<file path="src/rtl/prog_loader.sv">
// Streams per-core instruction images from a byte channel into the
// programming write port, one little-endian word per write.
module prog_loader #(
   parameter int CORES       = 8,
   parameter int LOG_CORES   = 3,
   parameter int PC_WIDTH    = 8,
   parameter int INSTR_WIDTH = 32
) (
   input  logic                   clk,
   input  logic                   rst,
   input  logic                   start,
   input  logic                   abort,
   input  logic                   in_valid,
   input  logic [7:0]             in_data,
   output logic                   in_ready,
   output logic                   busy,
   output logic                   done,
   output logic                   we,
   output logic [LOG_CORES-1:0]   sel,
   output logic [PC_WIDTH-1:0]    waddr,
   output logic [INSTR_WIDTH-1:0] wdata
);

   localparam int BYTES = INSTR_WIDTH / 8;
   localparam int BW    = (BYTES > 1) ? $clog2(BYTES) : 1;

   typedef enum logic [2:0] {
      IDLE, COUNT, DATA, WRITE, DONE
   } state_t;

   state_t        state;
   logic [7:0]    cnt;
   logic [BW-1:0] bidx;
   logic          last_core;
   logic          last_byte;

   assign last_core = (sel == LOG_CORES'(CORES - 1));
   assign last_byte = (bidx == BW'(BYTES - 1));

   // Control outputs are pure decodes of the state register.
   assign busy     = (state != IDLE);
   assign in_ready = (state == COUNT) || (state == DATA);
   assign we       = (state == WRITE);
   assign done     = (state == DONE);

   always_ff @(posedge clk or posedge rst) begin
      if (rst) begin
         state <= IDLE;
         sel   <= '0;
         waddr <= '0;
         wdata <= '0;
         cnt   <= '0;
         bidx  <= '0;
      end else if (abort) begin
         state <= IDLE;
      end else begin
         case (state)
            IDLE: begin
               if (start) begin
                  state <= COUNT;
                  sel   <= '0;
                  waddr <= '0;
               end
            end
            COUNT: begin
               if (in_valid) begin
                  if (in_data == 8'd0) begin
                     if (last_core) state <= DONE;
                     else           sel   <= sel + 1'b1;
                  end else begin
                     cnt   <= in_data;
                     waddr <= '0;
                     bidx  <= '0;
                     state <= DATA;
                  end
               end
            end
            DATA: begin
               if (in_valid) begin
                  wdata[{bidx, 3'b000} +: 8] <= in_data;
                  if (last_byte) state <= WRITE;
                  else           bidx  <= bidx + 1'b1;
               end
            end
            WRITE: begin
               waddr <= waddr + 1'b1;
               cnt   <= cnt - 1'b1;
               bidx  <= '0;
               if (cnt == 8'd1) begin
                  if (last_core) begin
                     state <= DONE;
                  end else begin
                     sel   <= sel + 1'b1;
                     state <= COUNT;
                  end
               end else begin
                  state <= DATA;
               end
            end
            DONE:    state <= IDLE;
            default: state <= IDLE;
         endcase
      end
   end

endmodule

</file>
<file path="config.mk">
export PLATFORM = sky130hd
export DESIGN_NAME = prog_loader
export DESIGN_NICKNAME = d
export VERILOG_FILES = /design/src/rtl/prog_loader.sv
export SDC_FILE = /design/constraint.sdc
export NUM_CORES = 1
export LEC_CHECK = 0
export CORE_MARGIN = 2
export CORE_UTILIZATION = 47
export CTS_CLUSTER_DIAMETER = 200
export DETAILED_ROUTE_END_ITERATION = 6
export PLACE_DENSITY = 0.77
export RECOVER_POWER = 25
export SLEW_MARGIN = 25
export SYNTH_ARGS = -nofsm -noshare
export SYNTH_HDL_FRONTEND = slang
export SYNTH_SLANG_ARGS = --single-unit
</file>
<file path="constraint.sdc">
create_clock -name clk -period 2.22 [get_ports clk]
set_clock_uncertainty 0.05 [all_clocks]
set_input_delay 0.333 -clock clk [delete_from_list [all_inputs] [get_ports clk]]
set_output_delay 0.333 -clock clk [all_outputs]
set_load 0.01 [all_outputs]
</file>
# Yosys cells after proc, flatten, opt, wreduce, memory -nomap -nowiden
# Index checks and enable logic that the tools add are counted.
[totals]
regBits = 56
out_inout_bits = 47
elab_cells = 75
[op_classes]
add_sub_neg = 5
eq_ne = 19
n_shift = 2
muxes = 29
bitwise_logic = 1
n_reduce_logical = 13
[op_table]
columns = ["cell", "n"]
rows = [
  ["$mux W3", 14],
  ["$mux W8", 5],
  ["$bwmux W32", 1],
  ["$shift A8 B7 Y32 const A", 1],
  ["$shiftx A8 B7 Y32", 1],
  ["$pmux W8 S3", 1],
  ["$pmux W8 S2", 1],
  ["$ne A3 B3 Y1 const B", 4],
  ["$pmux W3 S4", 1],
  ["$reduce_and A6 Y1", 2],
  ["$ne A2 B2 Y1 const B", 5],
  ["$reduce_and A5 Y1", 2],
  ["$pmux W3 S3", 1],
  ["$reduce_bool A3 Y1", 3],
  ["$add A8 B1 Y8 const B", 1],
  ["$eq A8 B1 Y1 const B", 1],
  ["$logic_not A8 Y1", 1],
  ["$mux W2", 4],
  ["$sub A8 B1 Y8 const B", 1],
  ["$neg A5 Y7", 1],
  ["$eq A3 B2 Y1 const B", 2],
  ["$eq A3 B3 Y1 const B", 2],
  ["$pmux W2 S3", 1],
  ["$ne A2 B1 Y1 const B", 2],
  ["other kinds (11)", 11],
]

# Logic depth before layout (Yosys ltp)
# Gate-level depths: netlist (run 1).
[logic_depth]
depth_word = 6
depth_mapped = 7
depth_no_buf = 6

# Worst setup path after synthesis (run 1)
# Ideal clock, no wire load.
[synth_timing]
kind = "flip-flop to flip-flop"
startpoint = "reg cnt[1]"
endpoint = "reg sel[0]"
t_arrival_ns = 1.959
required_ns = 2.045
path_slack_ns = 0.086
stages_incl_launch_ff = 7
synth_period_minus_slack_ns = 2.134
path_cell_list = "dfrtp_1 -> inv_1 -> ha_1 -> or3b_2 -> o21a_1 -> or4_4 -> mux2_4"
[synth_via]
elab_chain_cells = 3
[synth_rtl]
columns = ["item", "line", "text"]
rows = [
  ["start: declaration", "32", "logic [7:0] cnt;"],
  ["start signal: assignment", "71", "cnt <= in_data;"],
  ["start signal: assignment", "87", "cnt <= cnt - 1'b1;"],
  ["$eq A8 B1 Y1", "89", "if (cnt == 8'd1) begin"],
  ["$ne A2 B1 Y1 (no line)", "--", ""],
  ["$reduce_and A6 Y1 (no line)", "--", ""],
  ["end signal: assignment", "69", "else sel <= sel + 1'b1;"],
  ["end signal: assignment", "93", "sel <= sel + 1'b1;"],
  ["end: declaration", "19", "output logic [LOG_CORES-1:0] sel,"],
]
# No other way between the ends.
# A chain may end at the register's enable or synchronous reset.

# Worst setup path in the final report (run 1)
# Same ends and word-level chain as after synthesis.

==> reports/metrics.cfg, run 1 <==
[outcome]
status = finished, final reports clean

[die]
core_region_area_mm2 = 0.00624
die_x_um = 83.8
die_h_um = 83.8
rows = 29
initial_core_util_pct = 48.0
die_area_mm2 = 0.00703
io_pins = 60

[worst_setup_path]
cp_num_cells = 6
reg2reg_slack_ns = 0.08
cpPeakStageDelay_ns = 0.50
crit_path_max_fanout = 3
critPathLaunchType = flip-flop
timing.rr.start = cnt[1]
worstSetupPathType = flip-flop to flip-flop
critPathArrivalTime_ns = 2.31
path_cells = inv_1, ha_1, or3b_4, o21a_1, or4_4, mux2_4
path_delay_family = simple AND/OR/NAND/NOR gates
path_buf_inv = 1
r2r_cells = 6
r2r-end = sel[0]
crit_required_ns = 2.38
slowest_stage = or4_4
endpoint_kind = flip-flop

[global_routing]
grt_pass1_vias = 2801
grt_pass1_wl_mm = 14.1
overflow = 0
grt_usage_pct = 24.6
antenna_found_initial = 0
grt_max_degree = 57

[timing]
min_period_over_period_pct = 96.6
hold_viol = 0
finalSetupTns_ns = 0
finalCriticalPeriod_ns = 2.14
setup_slack_ns = 0.0753
maxSlewHeadroom_pct = 7.04
fmax_ghz = 0.466
rsz0062_at_grt = no
setup_violations = 0
worstMarginPinSlew_ns = 1.39
maxSlewViolCount = 0

[routing]
num_vias = 2909
drc_errors = 0
dr.pass1.iters = 5
detail_route.wl_per_cell_um = 15.8
viasPerCell = 5.65
wl_mm = 8.12
drtIter0Drc = 221
ant_nets = 0

[yosys]
syn_inst = 330
synth_edf_count = 0
synth_top_area_share_pct = 46.8
synth_xor_xnor_area_share_pct = 0.292
ys_warn_count = 0
ys_ff_latch = 56
synth-compound-area-share_pct = 17.9
yosys.area_share.adder_pct = 4.59
ys.flop_type = dfrtp_1
yosys.area_share.simple_pct = 20.8
muxShareOfSynthArea_pct = 1.59
synthArstFlopShare_pct = 100
synth_nets = 354
synth_top_family_by_area = simple AND/OR/NAND/NOR gates
avgSynthCellArea_um2 = 9.08
netlist_area_mm2 = 0.00300
yosysSeqAreaShare_pct = 46.8
synth_top_cell_by_area = dfrtp_1
synth_area_leaders = dfrtp_1, o21ai_0, nand3_1
synth.distinct_cells = 48

[hold_path]
hold_start = waddr[7]
worstHoldPathCells = 1
holdCritPathClass = flip-flop to flip-flop
holdPathEnd = waddr[7]

[layout]
drive_gt1_share_pct = 18.3
num-nets-final = 461
diodes = 0
finish.utilization_pct = 66.4
stdcell_count = 515
fin_area_mm2 = 0.00415
syn_to_final_growth_pct = 38.4

[run]
maxCapViolCount = 0

[pwr]
pwr-share-comb_pct = 43.9
p_sw_mw = 1.50
p_sw_share_pct = 36.7
p_int_mw = 2.59
p_seq_share_pct = 38.7
pwr-share-clk_pct = 17.4
pwr_density_cell_mw_per_mm2 = 987
vdd_drop_max_mv = 0.738
leakagePower_nw = 1.94

[cts]
cts_tree = built
ctsHtreeMaxLevel = 2
cts_root_buffer = clkbuf_8
clk_latency_ns = 0.33
clock-sinks = 56
cts_buffers = 5
clock_path_buffers = 2
path_clk_slew_ns = 0.12

[placed_design]
dp_slack_ns = -0.225
place_area_mm2 = 0.00402
gp_congestion = 0.844
post-place-cells = 505
port_buffers = 59
dp_hpwl_mm = 5.86

==> layout by cell type (no fill, tap or decap), types with 3 or more instances in the layout <==
cell type,count
a21o_1,3
a21oi_1,8
a31oi_1,3
and3_1,3
buf_4,52
clkbuf_8,5
clkdlybuf4s50_1,56
dfrtp_1,55
ha_1,11
inv_1,45
nand2_1,9
nand3_1,44
nand4_1,3
nor2_1,10
nor3_1,9
nor3b_1,4
nor4_1,4
nor4_2,4
o21ai_0,49
o31ai_1,10
or3_1,4
or4_1,3
==> synth_stat cells (2+ instances only) <==
cell type	count
nor4_1	4
nand2b_1	2
or3b_2	2
nor3b_1	4
a21o_1	3
nand2_1	9
o21ai_0	49
o41ai_1	2
nand3_1	44
ha_1	11
a21oi_1	9
buf_6	2
a22o_2	2
or3_1	4
dfrtp_1	56
inv_1	47
nor4_2	4
nor2_1	10
mux2_2	2
or4_1	4
nor3_1	9
o211ai_1	2
o31ai_1	10
nand4_1	3
and3_1	3
a2bb2oi_1	2
a31oi_1	3
clkbuf_1	8
==> power groups by stage <==
stage | Combinational, mW | Clock [mW] | Sequential (mW)
final | 1.80 | 0.711 | 1.58
after global routing | 1.98 | 0.755 | 1.62
after CTS | 1.81 | 0.724 | 1.58
after detailed placement | 1.77 | 0 | 1.59
after global placement | 1.73 | 0 | 1.59
after floorplan | 0.836 | 0 | 1.64
==> what timing repair did <==
item | in CTS | in global routing
pin swaps | 1 | 0
buffers inserted | 2 | 0
endpoints found under the setup margin | 4 | 3
hold buffers | 0 | 0
resized for setup | 3 | 5
==> worst reg2reg max path, stage by stage, from the launching register on <==
cell and delay, ns:
dfrtp_1 0.41, inv_1 0.08, ha_1 0.14, or3b_4 0.38
o21a_1 0.21, or4_4 0.50, mux2_4 0.27
==> routing by layer <==
layer,vias up,part of all wire (%),track usage [%]
met1,1376,45,36.0
met3,14,6.2,3.66
li1,1392,-,-
met2,127,47,38.3
met5,-,0,0
met4,0,1.6,6.60
==> metrics by stage <==
| step | power, mW | hold slack, ns |
|---|---|---|
| finish | 4.09 | 0.451 |
| global route | 4.36 | 0.481 |
| CTS | 4.11 | 0.322 |
| detailed placement | 3.35 | 0.449 |
| global placement | 3.31 | 0.421 |
| floorplan | 2.48 | 0.346 |
==> flip-flops by register name, indices dropped and copies added, names as in the netlist <==
signal  flops
waddr       8
wdata      32
state       3
sel         3
bidx        2
cnt         8
==> worst max path at each step <==
stage / from / end / slack, ns
2_1_floorplan: cnt[1] / sel[0] / 0.09
3_3_place_gp: in_data[2] / state[0] / -0.18
3_5_place_dp: in_data[2] / sel[0] / -0.23
4_1_cts: state[1] / busy / 0.007
5_1_grt: cnt[1] / sel[0] / 0.02
6_report: cnt[1] / sel[0] / 0.08
==> cells by family (layout without fill, tap and decap cells) <==
| family | Yosys count | in the layout |
|---|---|---|
| compound gates | 89 | 89 |
| xor+xnor | 1 | 1 |
| fa+ha+maj | 11 | 11 |
| buf+inv | 60 | 168 |
| flops | 56 | 56 |
| mux | 4 | 4 |
| simple gates | 109 | 109 |
==> layout make-up <==
cell class	count	area (um^2)
clock buffer	5	68.8
clock inverter	3	46.3
fill	516	2090
inverter	48	180
multi-input combinational	214	1360
sequential	56	1400
tap	77	96.3
timing repair buffer	112	990
Power figures use the tool's default switching activity.
==> inputs of run 2 (changes only) <==
--- a/config.mk
+++ b/config.mk
@@ -6,10 +6,10 @@
 export NUM_CORES = 1
 export LEC_CHECK = 0
 export CORE_MARGIN = 2
-export CORE_UTILIZATION = 47
+export CORE_UTILIZATION = 56
 export CTS_CLUSTER_DIAMETER = 200
 export DETAILED_ROUTE_END_ITERATION = 6
-export PLACE_DENSITY = 0.77
+export PLACE_DENSITY = 0.86
 export RECOVER_POWER = 25
 export SLEW_MARGIN = 25
 export SYNTH_ARGS = -nofsm -noshare
==> constraint.sdc (replaced) <==
create_clock -name clk -period 2.7 [get_ports clk]
set_clock_uncertainty 0.05 [all_clocks]
set_input_delay 0.405 -clock clk [delete_from_list [all_inputs] [get_ports clk]]
set_output_delay 0.405 -clock clk [all_outputs]
set_load 0.01 [all_outputs]
==> reports/metrics.cfg, run 2 (synthesis gave the netlist of run 1 again) <==
[outcome]
status = finished, final reports clean

[layout]
stdcell_count = 478  ; -7.2%
diodes = 0  ; unchanged
largest_register = wdata
drive_gt1_share_pct = 11.0  ; -7.2 points
layout_commonest_cell = clkdlybuf4s50_1
num-nets-final = 431  ; -6.5%
reg_top3 = wdata: 32 flops, cnt: 8 flops, waddr: 8 flops
syn_to_final_growth_pct = 29.9
layout.cells.most_common_list = clkdlybuf4s50_1, dfrtp_1, o21ai_0, inv_1, nand3_1
fillers = 379  ; -27%
largest_reg_flops = 32  ; unchanged

[cts]
cts_buffers = 5  ; unchanged
clock-sinks = 56  ; unchanged
clock_path_buffers = 2  ; unchanged
ctsHtreeMaxLevel = 2  ; unchanged
cts_tree = built
cts_resized = 0  ; -3
ctsHoldBuffers = 0  ; unchanged
clk_latency_ns = 0.32  ; about the same
path_clk_slew_ns = 0.10  ; -0.02 ns
cts_setup_buffers = 0  ; -2
cts_root_buffer = clkbuf_8

[pwr]
p_sw_share_pct = 37.0  ; +0.34 points
leakagePower_nw = 1.76  ; -9.2%
pwr_density_cell_mw_per_mm2 = 833  ; -16%
p_int_mw = 2.04  ; -21%
p_seq_share_pct = 41.0  ; +2.3 points
pwr-share-clk_pct = 17.1  ; -0.3 points
pwr-share-comb_pct = 41.9  ; -2.0 points
vdd_drop_max_mv = 0.597  ; -19%
p_sw_mw = 1.20  ; -20%

[routing]
detail_route.wl_per_cell_um = 17.0  ; +8.2%
dr.pass1.iters = 5  ; unchanged
num_vias = 2860  ; -1.7%
ant_nets = 0  ; unchanged
viasPerCell = 5.98  ; +5.9%
wl_mm = 8.15  ; +0.42%
drc_errors = 0  ; unchanged
drtIter0Drc = 217  ; -1.8%

[timing]
setup_slack_ns = 0.297  ; +0.222 ns
finalSetupTns_ns = 0  ; unchanged
fmax_ghz = 0.416
hold_viol = 0  ; unchanged
worstMarginPinSlew_ns = 0.923  ; -0.471 ns
min_period_over_period_pct = 89.0
maxSlewViolCount = 0  ; unchanged
maxSlewHeadroom_pct = 38.4  ; +31 points
setup_violations = 0  ; unchanged
finalCriticalPeriod_ns = 2.40
rsz0062_at_grt = no

[global_routing]
overflow = 0  ; unchanged
antenna_found_initial = 0  ; unchanged
grt_pass1_vias = 2827  ; +0.93%
grt_max_degree = 34  ; -40%
grt_usage_pct = 28.5  ; +3.9 points
grt_pass1_wl_mm = 13.6  ; -3.8%

[worst_setup_path]
slowest_stage = dfrtp_1
critPathArrivalTime_ns = 1.95  ; -0.36 ns
cpPeakStageDelay_ns = 0.66  ; +0.16 ns
crit_path_max_fanout = 14  ; +11
critPathLaunchType = flip-flop
endpoint_kind = output port
worstSetupPathType = flip-flop to output port
path_delay_family = buffers and inverters
path_buf_inv = 2  ; +1
path_cells = nand3b_1, clkinv_1, clkdlybuf4s50_1
crit_required_ns = 2.25  ; -0.13 ns

[die]
die_area_mm2 = 0.00595  ; -15%
die_x_um = 77.1  ; -8.0%
initial_core_util_pct = 58.3  ; +10 points
die_h_um = 77.1  ; -8.0%
io_pins = 60  ; unchanged
rows = 26  ; -10%
core_region_area_mm2 = 0.00514  ; -18%

[placed_design]
gp_congestion = 0.963  ; +14%
dp_slack_ns = 0.0868  ; +0.312 ns
dp_hpwl_mm = 5.86  ; about the same
port_buffers = 59  ; unchanged
post-place-cells = 470  ; -6.9%

[hold_path]
holdCritPathClass = flip-flop to flip-flop

[run]
maxCapViolCount = 0  ; unchanged

## run 2: final cells by class
type / instances / area, um^2 / area share [%]
flip-flops and latches: 56 / 1400 / 36.0
multi-input cells: 214 / 1350 / 34.8
repair buffers: 82 / 761 / 19.6
inverters: 48 / 180 / 4.63
well taps: 70 / 87.6 / 2.25
clock buffers: 6 / 72.6 / 1.87
clock inverters: 2 / 35.0 / 0.901
## run 2: final timing paths
| path | startpoint | to | slack, ns | depth (start not counted) |
|---|---|---|---|---|
| max in group asynchronous | rst | wdata[0] | 0.57 | 3 |
| min in group asynchronous | rst | bidx[1] | 0.67 | 2 |
| max | state[0] | we | 0.30 | 3 |
| min | waddr[7] | waddr[7] | 0.45 | 1 |
| min reg2reg | waddr[7] | waddr[7] | 0.45 | 1 |
| max reg2reg | state[0] | cnt[6] | 0.37 | 6 |
## run 2: worst reg2reg max path, delay by kind of cell, from the launching register on
family / cells / cell delay (ns)
buf+inv: 2 / 0.36
simple gates: 1 / 0.55
flops: 1 / 0.66
compound gates: 3 / 0.62
## run 2: stage by stage
| stage | cell area [um^2] | hold WS [ns] | power (mW) | util [%] |
|---|---|---|---|---|
| floorplan | 3000 | 0.418 | 2.04 | - |
| CTS | 3910 | 0.407 | 3.25 | 76.0 |
| finish | 3890 | 0.449 | 3.24 | 75.7 |
| global placement | 3800 | 0.431 | 2.63 | 73.9 |
| detailed placement | 3800 | 0.441 | 2.67 | 73.9 |
| global route | 3890 | 0.482 | 3.44 | 75.7 |
## run 2: power groups by stage
| stage | Sequential, mW | Clock [mW] | Combinational, mW |
|---|---|---|---|
| after floorplan | 1.35 | 0 | 0.688 |
| after global placement | 1.33 | 0 | 1.30 |
| after detailed placement | 1.34 | 0 | 1.34 |
| after CTS | 1.32 | 0.562 | 1.36 |
| after global routing | 1.36 | 0.595 | 1.49 |
| final | 1.33 | 0.555 | 1.36 |
## run 2: metal layers
metal | vias up | part of all wire (%) | global-route usage, %
met5 | - | 0 | 0
met4 | 0 | 2.5 | 12.7
met3 | 26 | 8.1 | 7.18
met2 | 147 | 49 | 45.1
met1 | 1362 | 41 | 37.0
li1 | 1325 | - | -
==> inputs of run 3 (changes only) <==
--- a/config.mk
+++ b/config.mk
@@ -5,12 +5,14 @@
 export SDC_FILE = /design/constraint.sdc
 export NUM_CORES = 1
 export LEC_CHECK = 0
+export CORE_ASPECT_RATIO = 1.5
 export CORE_MARGIN = 2
 export CORE_UTILIZATION = 56
 export CTS_CLUSTER_DIAMETER = 200
 export DETAILED_ROUTE_END_ITERATION = 6
 export PLACE_DENSITY = 0.86
 export RECOVER_POWER = 25
+export SKIP_LAST_GASP = 1
 export SLEW_MARGIN = 25
 export SYNTH_ARGS = -nofsm -noshare
 export SYNTH_HDL_FRONTEND = slang
==> reports/metrics.cfg, run 3 (synthesis gave the netlist of run 1 again) <==
[outcome]
status = finished, final reports clean

[timing]
maxSlewViolCount = 0  ; unchanged
rsz0062_at_grt = no
worstMarginPinSlew_ns = 0.973  ; +0.0492 ns
hold_viol = 0  ; unchanged
maxSlewHeadroom_pct = 35.1  ; -3.3 points
finalCriticalPeriod_ns = 2.38  ; -0.0273 ns
finalSetupTns_ns = 0  ; unchanged
min_period_over_period_pct = 88.0  ; -1.0 points
fmax_ghz = 0.421  ; +1.1%
setup_violations = 0  ; unchanged

[cts]
ctsHoldBuffers = 0  ; unchanged
cts_tree = built
cts_setup_buffers = 0  ; unchanged
path_clk_slew_ns = 0.10  ; about the same
cts_buffers = 5  ; unchanged
clock_path_buffers = 2  ; unchanged
ctsHtreeMaxLevel = 2  ; unchanged
clock-sinks = 56  ; unchanged
clk_latency_ns = 0.32  ; about the same
cts_resized = 0  ; unchanged
cts_root_buffer = clkbuf_8

[die]
initial_core_util_pct = 58.0  ; -0.28 points
die_area_mm2 = 0.00596  ; +0.21%
die_x_um = 63.7  ; -17%
die_h_um = 93.6  ; +21%
core_region_area_mm2 = 0.00516  ; +0.49%
io_pins = 60  ; unchanged
rows = 32  ; +23%

[worst_setup_path]
r2r-end = sel[0]
crit_required_ns = 2.25  ; about the same
reg2reg_slack_ns = 0.39  ; +0.02 ns
critPathLaunchType = flip-flop
crit_path_max_fanout = 11  ; -3
timing.rr.start = cnt[1]
r2r_cells = 6  ; unchanged
cp-endpoint = busy
critPathArrivalTime_ns = 1.92  ; -0.03 ns
worstSetupPathType = flip-flop to output port
endpoint_kind = output port
crit_path_start = state[0]

[global_routing]
use_met3_pct = 3.49  ; -3.7 points
grt_pass1_wl_mm = 14.0  ; +3.5%
busiest_layer = met2
grt_max_degree = 32  ; -5.9%
grt_pass1_vias = 2932  ; +3.7%
use_met1_pct = 35.7  ; -1.2 points
use_met2_pct = 53.8  ; +8.6 points
antenna_found_initial = 0  ; unchanged
overflow = 0  ; unchanged
grt_usage_pct = 30.0  ; +1.6 points

[placed_design]
dp_hpwl_mm = 6.10  ; +4.3%
port_buffers = 59  ; unchanged
place_area_mm2 = 0.00382  ; +0.53%
gp_congestion = 0.909  ; -5.6%

[layout]
largest_register = wdata
syn_to_final_growth_pct = 30.5
num-nets-final = 434  ; +0.70%
layout_commonest_cell = clkdlybuf4s50_1
largest_reg_flops = 32  ; unchanged
drive_gt1_share_pct = 11.7  ; +0.65 points
reg_top3 = wdata: 32 flops, cnt: 8 flops, waddr: 8 flops
fillers = 372  ; -1.8%
diodes = 0  ; unchanged
layout.cells.most_common_list = clkdlybuf4s50_1, dfrtp_1, o21ai_0, inv_1, nand3_1
fin_area_mm2 = 0.00391  ; +0.51%

[pwr]
pwr_density_cell_mw_per_mm2 = 835  ; +0.21%
leakagePower_nw = 1.78  ; +0.87%
vdd_drop_max_mv = 0.511  ; -14%

[routing]
drc_errors = 0  ; unchanged
viasPerCell = 5.96  ; -0.42%
drtIter0Drc = 208  ; -4.1%
ant_nets = 0  ; unchanged
num_vias = 2854  ; -0.21%
wl_mm = 8.25  ; +1.2%
detail_route.wl_per_cell_um = 17.2  ; +1.0%
dr.pass1.iters = 5  ; unchanged

[run]
maxCapViolCount = 0  ; unchanged

[hold_path]
holdCritPathClass = flip-flop to flip-flop

-- run 3: cell count changes in the layout (fill, tap and decap cells not counted) --
cell,delta
buf_4,+3
-- run 3: power by group --
group	internal [mW]	total, mW	switching [mW]
Sequential	1.09	1.30	0.215
Clock	0.276	0.556	0.280
Combinational	0.690	1.40	0.715
Total	2.06	3.27	1.21
-- run 3: how the worst min path moves through the flow --
stage / startpoint / cells after the start / end / slack, ns
floorplan: abort / 1 / state[1] / 0.42
global placement: waddr[7] / 1 / waddr[7] / 0.42
detailed placement: waddr[7] / 1 / waddr[7] / 0.42
CTS: rst / 2 / wdata[21] / 0.42
global route: waddr[7] / 1 / waddr[7] / 0.47
finish: waddr[7] / 1 / waddr[7] / 0.43
-- run 3: critical path: stages, from the launching register on --
cell and delay, ns:
dfrtp_1 0.42, buf_4 0.20, or3_2 0.49, clkdlybuf4s50_1 0.50
-- run 3: layout make-up --
cell class / instances / area, um^2 / share of cell area [%]
inverters: 48 / 180 / 4.61
clock buffers: 6 / 72.6 / 1.86
well taps: 68 / 85.1 / 2.18
clock inverters: 2 / 35.0 / 0.896
repair buffers: 85 / 783 / 20.0
flip-flops and latches: 56 / 1400 / 35.8
multi-input cells: 214 / 1350 / 34.6
-- run 3: stage by stage --
step	setup slack [ns]	total power, mW	hold slack, ns	util (%)	cells
floorplan	0.566	2.04	0.418	-	330
global placement	0.191	2.64	0.416	73.9	471
detailed placement	0.0761	2.71	0.423	73.9	471
CTS	0.320	3.27	0.421	76.0	479
global route	0.248	3.47	0.470	75.7	479
finish	0.324	3.27	0.431	75.7	479
-- run 3: metal layers --
layer	wire [um]	part of all wire, %	vias up
met2	4330	53	122
met4	304	3.7	0
met1	3200	39	1368
li1	-	-	1338
met5	0	0	-
met3	409	5.0	26
==> patch 1 (flow settings as in run 1) <==
Re-encode `state_t` (5 states) as one-hot, 5 bits wide.
--- a/src/rtl/prog_loader.sv
+++ b/src/rtl/prog_loader.sv
@@ -26,4 +26,4 @@
 
-   typedef enum logic [2:0] {
-      IDLE, COUNT, DATA, WRITE, DONE
+   typedef enum logic [4:0] {
+      IDLE = 5'b00001, COUNT = 5'b00010, DATA = 5'b00100, WRITE = 5'b01000, DONE = 5'b10000
    } state_t;
Function: same outputs for any inputs over 10 cycles, from zero or initial values and one cycle with rst high; not proved beyond that.
==> patch 1 against run 1 <==
Design area is 1.1% higher; utilization about the same; wire length shrank 5.1%; global-route usage shrank 0.83 points; first-iteration DRC count shrank 7.2%; die area is 1.7% higher; synthesized area grew 1.8%; worst setup slack improved by 0.067 ns; sequential cell count increased by 2; cell count grew 1.2%.
Power is not compared: it rests on default switching activity, and its combinational part moved more than twofold at a synthesized area within 25%.
==> patch 1: results (changes against run 1) <==
----------------------------------------------------
[Yosys]
  Sequential area share after synthesis ... 0.477 (was 0.468)
  Total of warnings raised by yosys ... 0 (unchanged)
  Synth cell count leaders ... sky130_fd_sc_hd__nand2_1, sky130_fd_sc_hd__dfrtp_1, sky130_fd_sc_hd__o21ai_0 (was sky130_fd_sc_hd__dfrtp_1, sky130_fd_sc_hd__o21ai_0, sky130_fd_sc_hd__inv_1)
  Unique masters post-synth ... 52 (was 48)
  Flip-flop cell with the highest count after synthesis ... sky130_fd_sc_hd__dfrtp_1 (unchanged)
  Number of nets in the synthesized netlist ... 372 (was 354)
  Async set-or-reset flop fraction in the synthesized netlist ... 1.00 (unchanged)
  Synth area leaders ... sky130_fd_sc_hd__dfrtp_1, sky130_fd_sc_hd__nand2_1, sky130_fd_sc_hd__o21ai_0, sky130_fd_sc_hd__ha_1, sky130_fd_sc_hd__nand2b_1 (was sky130_fd_sc_hd__dfrtp_1, sky130_fd_sc_hd__o21ai_0, sky130_fd_sc_hd__nand3_1, sky130_fd_sc_hd__inv_1, sky130_fd_sc_hd__ha_1)

[Clocking]
  Clock-pin slew reported for the worst setup and hold paths after clock tree synthesis ... 0.06 ns (was 0.12 ns)
  Root cell of the clock tree ... sky130_fd_sc_hd__clkbuf_8 (unchanged)
  H-tree levels ... 3 (was 2)
  Max clock buf depth ... 2 (unchanged)
  Clock latency of the later-clocked register in the worst-skew pair ... around 0.34 ns
  Num CTS Buffers ... 9 (was 5)

[Placement]
  Area after DPL ... 3940 sq um (was 4020 sq um)
  Placer's final routability congestion estimate ... 0.955 (was 0.844)
  Half-perimeter wire length after detailed placement ... 5500 um (was 5860 um)
  Count of input and output buffers ... 59 (unchanged)
  Place WS ... -0.112 ns (was -0.225 ns)

[Finish]
  Number of diodes added for antenna fixing ... 0 (unchanged)
  Biggest registers after layout ... wdata: 32 flops, cnt: 8 flops, waddr: 8 flops (unchanged)
  Area used by multi-input combinational logic ... 1520 sq um (was 1360 sq um)
  Final layout net count ... 464 (was 461)
  Total of fill cells in the finished design ... 517 (was 516)
  Fraction of layout cells with a size suffix above 1 ... 0.153 (was 0.183)

[Global route]
  Maximum number of pins on one net before global-route repair ... 59 (was 57)
  Wire length of the first global-routing pass ... 13400 um (was 14100 um)
  Global-route total usage across every layer ... 0.238 (was 0.246)
  Number of antenna violations at the first check in global routing ... 0 (unchanged)

[Drt]
  1st-iter DRT viols ... 205 (was 221)
  Final WL ... 7700 um (was 8120 um)
  Number of optimization iterations in the first detailed-route pass ... 4 (was 5)
  Via Count ... 2854 (was 2909)

[STA]
  Worst rel slew slack ... 0.0608 (was 0.0704)

[Power]
  LEAKAGE ... 1.87 nW
  Peak ir drop on the vdd network ... approximately 0.51 mV

[Worst setup path]
  Arrival time of data at the critical path endpoint ... 2.27 ns (was 2.31 ns)
  Largest fanout on the critical path ... 8 (was 3)

[Min path]
  Tightest Hold Check Type ... reg2reg (unchanged)

[Outcome]
  Run status ... complete, no violations (unchanged)

----------------------------------------------------
## patch 1: cell types whose count changed after synthesis, sizes merged, moves of 5 or more
cell | run 1 | this run
nor4 | 8 | 3
nand3 | 44 | 6
nand2b | 2 | 9
o31ai | 10 | 2
nor2 | 10 | 15
nor2b | 0 | 5
o21ai | 49 | 58
nand2 | 9 | 87
inv | 47 | 14
and3 | 3 | 8
## patch 1: worst paths after layout
kind	from	endpoint	slack (ns)	cells after the start
worst max-delay path	state[2]	cnt[2]	0.14	6
max in group asynchronous	rst	state[3]	0.45	3
worst max register to register	state[2]	cnt[2]	0.14	6
min in group asynchronous	rst	waddr[7]	0.72	3
worst min register to register	wdata[1]	wdata[1]	0.43	2
worst min-delay path	wdata[1]	wdata[1]	0.43	2
## patch 1: cell families (layout without fill, tap and decap cells)
logic type / Yosys count / count (layout) / share of synthesized area
XOR/XNOR: 1 / 1 / 0.00287
multiplexers: 4 / 4 / 0.0152
AND/OR/NAND/NOR: 153 / 153 / 0.236
flip-flops: 58 / 58 / 0.477
AO/OA/AOI/OAI: 94 / 94 / 0.186
adder cells (fa/ha/maj): 11 / 11 / 0.0452
buffers and inverters: 27 / 123 / 0.0382
## patch 1: through the flow
stage                     cells  total power, mW
final                       521             3.16
after global routing        521             3.34
after CTS                   521             3.18
after detailed placement    505             2.07
after global placement      505             2.05
after floorplan             348             1.76
## patch 1: per-layer routing
layer	routed length (um)	share of wire	global-route usage	vias to the layer above
met1	3380	0.44	0.305	1370
met5	0	0	0	-
li1	-	-	-	1396
met2	3760	0.49	0.385	68
met3	390	0.051	0.0403	20
met4	173	0.022	0.127	0
## patch 1: timing repair
action	CTS	global route
setup endpoints to repair	3	13
pin swaps	0	0
endpoints found under the hold margin	0	0
resized for setup	6	8
setup buffers	1	0
## patch 1: area by class of cell
type | count | area share
multi-input cells | 263 | 0.362
flip-flops and latches | 58 | 0.347
repair buffers | 94 | 0.203
clock buffers | 13 | 0.0379
well taps | 77 | 0.0230
clock inverters | 2 | 0.0143
inverters | 14 | 0.0125
## patch 1: worst max-delay path, stage by stage (launching register included)
cell                        delay, ns
sky130_fd_sc_hd__dfrtp_1         0.40
sky130_fd_sc_hd__buf_4           0.18
sky130_fd_sc_hd__or3_1           0.42
sky130_fd_sc_hd__a2111oi_4       0.36
sky130_fd_sc_hd__o21ba_2         0.28
sky130_fd_sc_hd__o21ai_0         0.12
sky130_fd_sc_hd__a22oi_1         0.17
## patch 1: where the power goes
group / switching (mW) / total, mW / internal (mW)
combinational: 0.420 / 0.778 / 0.358
sequential: 0.105 / 1.28 / 1.18
clock: 0.410 / 1.10 / 0.688
total: 0.935 / 3.16 / 2.22
==> patch 2 (flow settings as in run 1) <==
Without the edit above. The parameter `INSTR_WIDTH` goes from 32 to 16.
--- a/src/rtl/prog_loader.sv
+++ b/src/rtl/prog_loader.sv
@@ -6,3 +6,3 @@
    parameter int PC_WIDTH    = 8,
-   parameter int INSTR_WIDTH = 32
+   parameter int INSTR_WIDTH = 16
 ) (
Interface: changed (resized wdata); port bits go from 60 to 44. No check against the original RTL was run, so the function may have changed too.
==> patch 2 against run 1 <==
Sequential cell count is 17 lower; synthesized area is 33% lower; register-to-register slack improved by 0.10 ns; synthesized cell count shrank 41%; design area is 34% lower; highest routed layer unchanged; sequential share of layout area rose by 1.6 points; combinational power shrank 29%; largest cell class unchanged; worst setup slack gained 0.069 ns; power shrank 24%; via count decreased by 41%; wire length fell by 43%; sequential power shrank 28%.
==> patch 2: results (changes against run 1) <==
----------------------------------------------------
[Global route]
  Met3 Usage GRT ... 0.0422 (was 0.0366)
  Met2 Usage GRT ... 0.338 (was 0.383)

[Finish]
  Final layout net count ... 277 (was 461)
  Fraction of layout cells with a size suffix above 1 ... 0.208 (was 0.183)
  Count of non-filler cells in the finished layout ... 310 (was 515)
  Total of fill cells in the finished design ... 319 (was 516)
  Biggest registers after layout ... wdata: 16 flops, cnt: 8 flops, waddr: 8 flops (was wdata: 32 flops, cnt: 8 flops, waddr: 8 flops)

[Drt]
  1st-iter DRT viols ... 91 (was 221)
  Final WL ... 4600 um (was 8120 um)

[Yosys]
  Sequential area share after synthesis ... 0.488 (was 0.468)
  Unique masters post-synth ... 42 (was 48)
  Synth area leaders ... sky130_fd_sc_hd__dfrtp_1, sky130_fd_sc_hd__mux2_2, sky130_fd_sc_hd__o21ai_0, sky130_fd_sc_hd__nor2_1, sky130_fd_sc_hd__ha_1 (was sky130_fd_sc_hd__dfrtp_1, sky130_fd_sc_hd__o21ai_0, sky130_fd_sc_hd__nand3_1, sky130_fd_sc_hd__inv_1, sky130_fd_sc_hd__ha_1)
  Number of nets in the synthesized netlist ... 214 (was 354)
  Synth cell count leaders ... sky130_fd_sc_hd__dfrtp_1, sky130_fd_sc_hd__o21ai_0, sky130_fd_sc_hd__nor2_1 (was sky130_fd_sc_hd__dfrtp_1, sky130_fd_sc_hd__o21ai_0, sky130_fd_sc_hd__inv_1)

[Placement]
  Half-perimeter wire length after detailed placement ... 3300 um (was 5860 um)
  Count of input and output buffers ... 43 (was 59)
  Placed instance count ... 302 (was 505)
  Place WS ... -0.172 ns (was -0.225 ns)

[Worst setup path]
  Slowest cell on crit path ... sky130_fd_sc_hd__clkdlybuf4s50_1 (was sky130_fd_sc_hd__or4_4)

[STA]
  Worst-Margin Slew ... 0.952 ns (was 1.39 ns)

[Outcome]
  Run status ... complete, no violations (unchanged)

[Power]
  LEAKAGE ... 1.23 nW (was 1.94 nW)
  Peak ir drop on the vdd network ... 0.808 mV (was 0.738 mV)

[Floorplan]
  Initial core utilization ... 0.493 (was 0.480)

[Clocking]
  Post-CTS setup buffers ... 0 (was 2)

----------------------------------------------------
==> patch 2: changes by cell type after synthesis, sizes merged, moves of 6 or more <==
| cell | change |
|---|---|
| dfrtp | -17 |
| ha | -6 |
| inv | -42 |
| mux2 | +14 |
| nand3 | -37 |
| nor2 | +8 |
| o21ai | -27 |
| o31ai | -9 |
==> patch 2: logic make-up after synthesis <==
family                     synth area share
xor gates and xnor gates             0.0262
AOI/OAI and AO/OA                     0.138
DFF                                   0.488
and+or+nand+nor                       0.187
adders and majority gates            0.0363
muxes                                0.0956
buffers and inverters                0.0300
==> patch 2: worst reg2reg max path: cells and delay by family, from the launching register on <==
family,cells,cell delay [ns]
muxes,1,0.27
and+or+nand+nor,1,0.42
DFF,1,0.42
AOI/OAI and AO/OA,2,0.77
==> patch 2: worst paths after layout <==
path / start / end / slack, ns / depth (start not counted)
max: start / sel[0] / 0.14 / 5
max reg2reg: state[0] / sel[0] / 0.18 / 4
min reg2reg: wdata[5] / wdata[5] / 0.46 / 1
min in group asynchronous: rst / sel[1] / 0.73 / 3
max in group asynchronous: rst / cnt[3] / 0.80 / 3
min: wdata[5] / wdata[5] / 0.46 / 1
==> patch 2: routing by layer <==
layer | routed length (um) | vias up | share of wire
met5 | 0 | - | 0
met1 | 2110 | 826 | 0.46
met3 | 220 | 4 | 0.048
met4 | 47 | 0 | 0.010
li1 | - | 832 | -
met2 | 2220 | 55 | 0.48
==> patch 2: stage by stage <==
step,setup TNS [ns],area (sq um)
final,0,2760
after global routing,0,2760
after CTS,0,2750
after detailed placement,-1.91,2620
after global placement,-1.25,2620
after floorplan,0,2000
==> patch 2: final cells by class <==
class | instances | area [sq um] | area share
clock inverter | 2 | 60.1 | 0.0218
multi-input combinational | 143 | 966 | 0.351
clock buffer | 6 | 72.6 | 0.0263
sequential | 39 | 976 | 0.354
inverter | 5 | 18.8 | 0.00681
tap | 50 | 62.6 | 0.0227
timing repair buffer | 65 | 599 | 0.218
==> patch 2: power groups by stage <==
stage | registers (mW) | logic, mW | clock network [mW]
4_1_cts | 1.14 | 1.27 | 0.710
3_5_place_dp | 1.15 | 1.26 | 0
6_report | 1.14 | 1.27 | 0.693
5_1_grt | 1.18 | 1.37 | 0.744
3_3_place_gp | 1.15 | 1.24 | 0
2_1_floorplan | 1.20 | 0.590 | 0
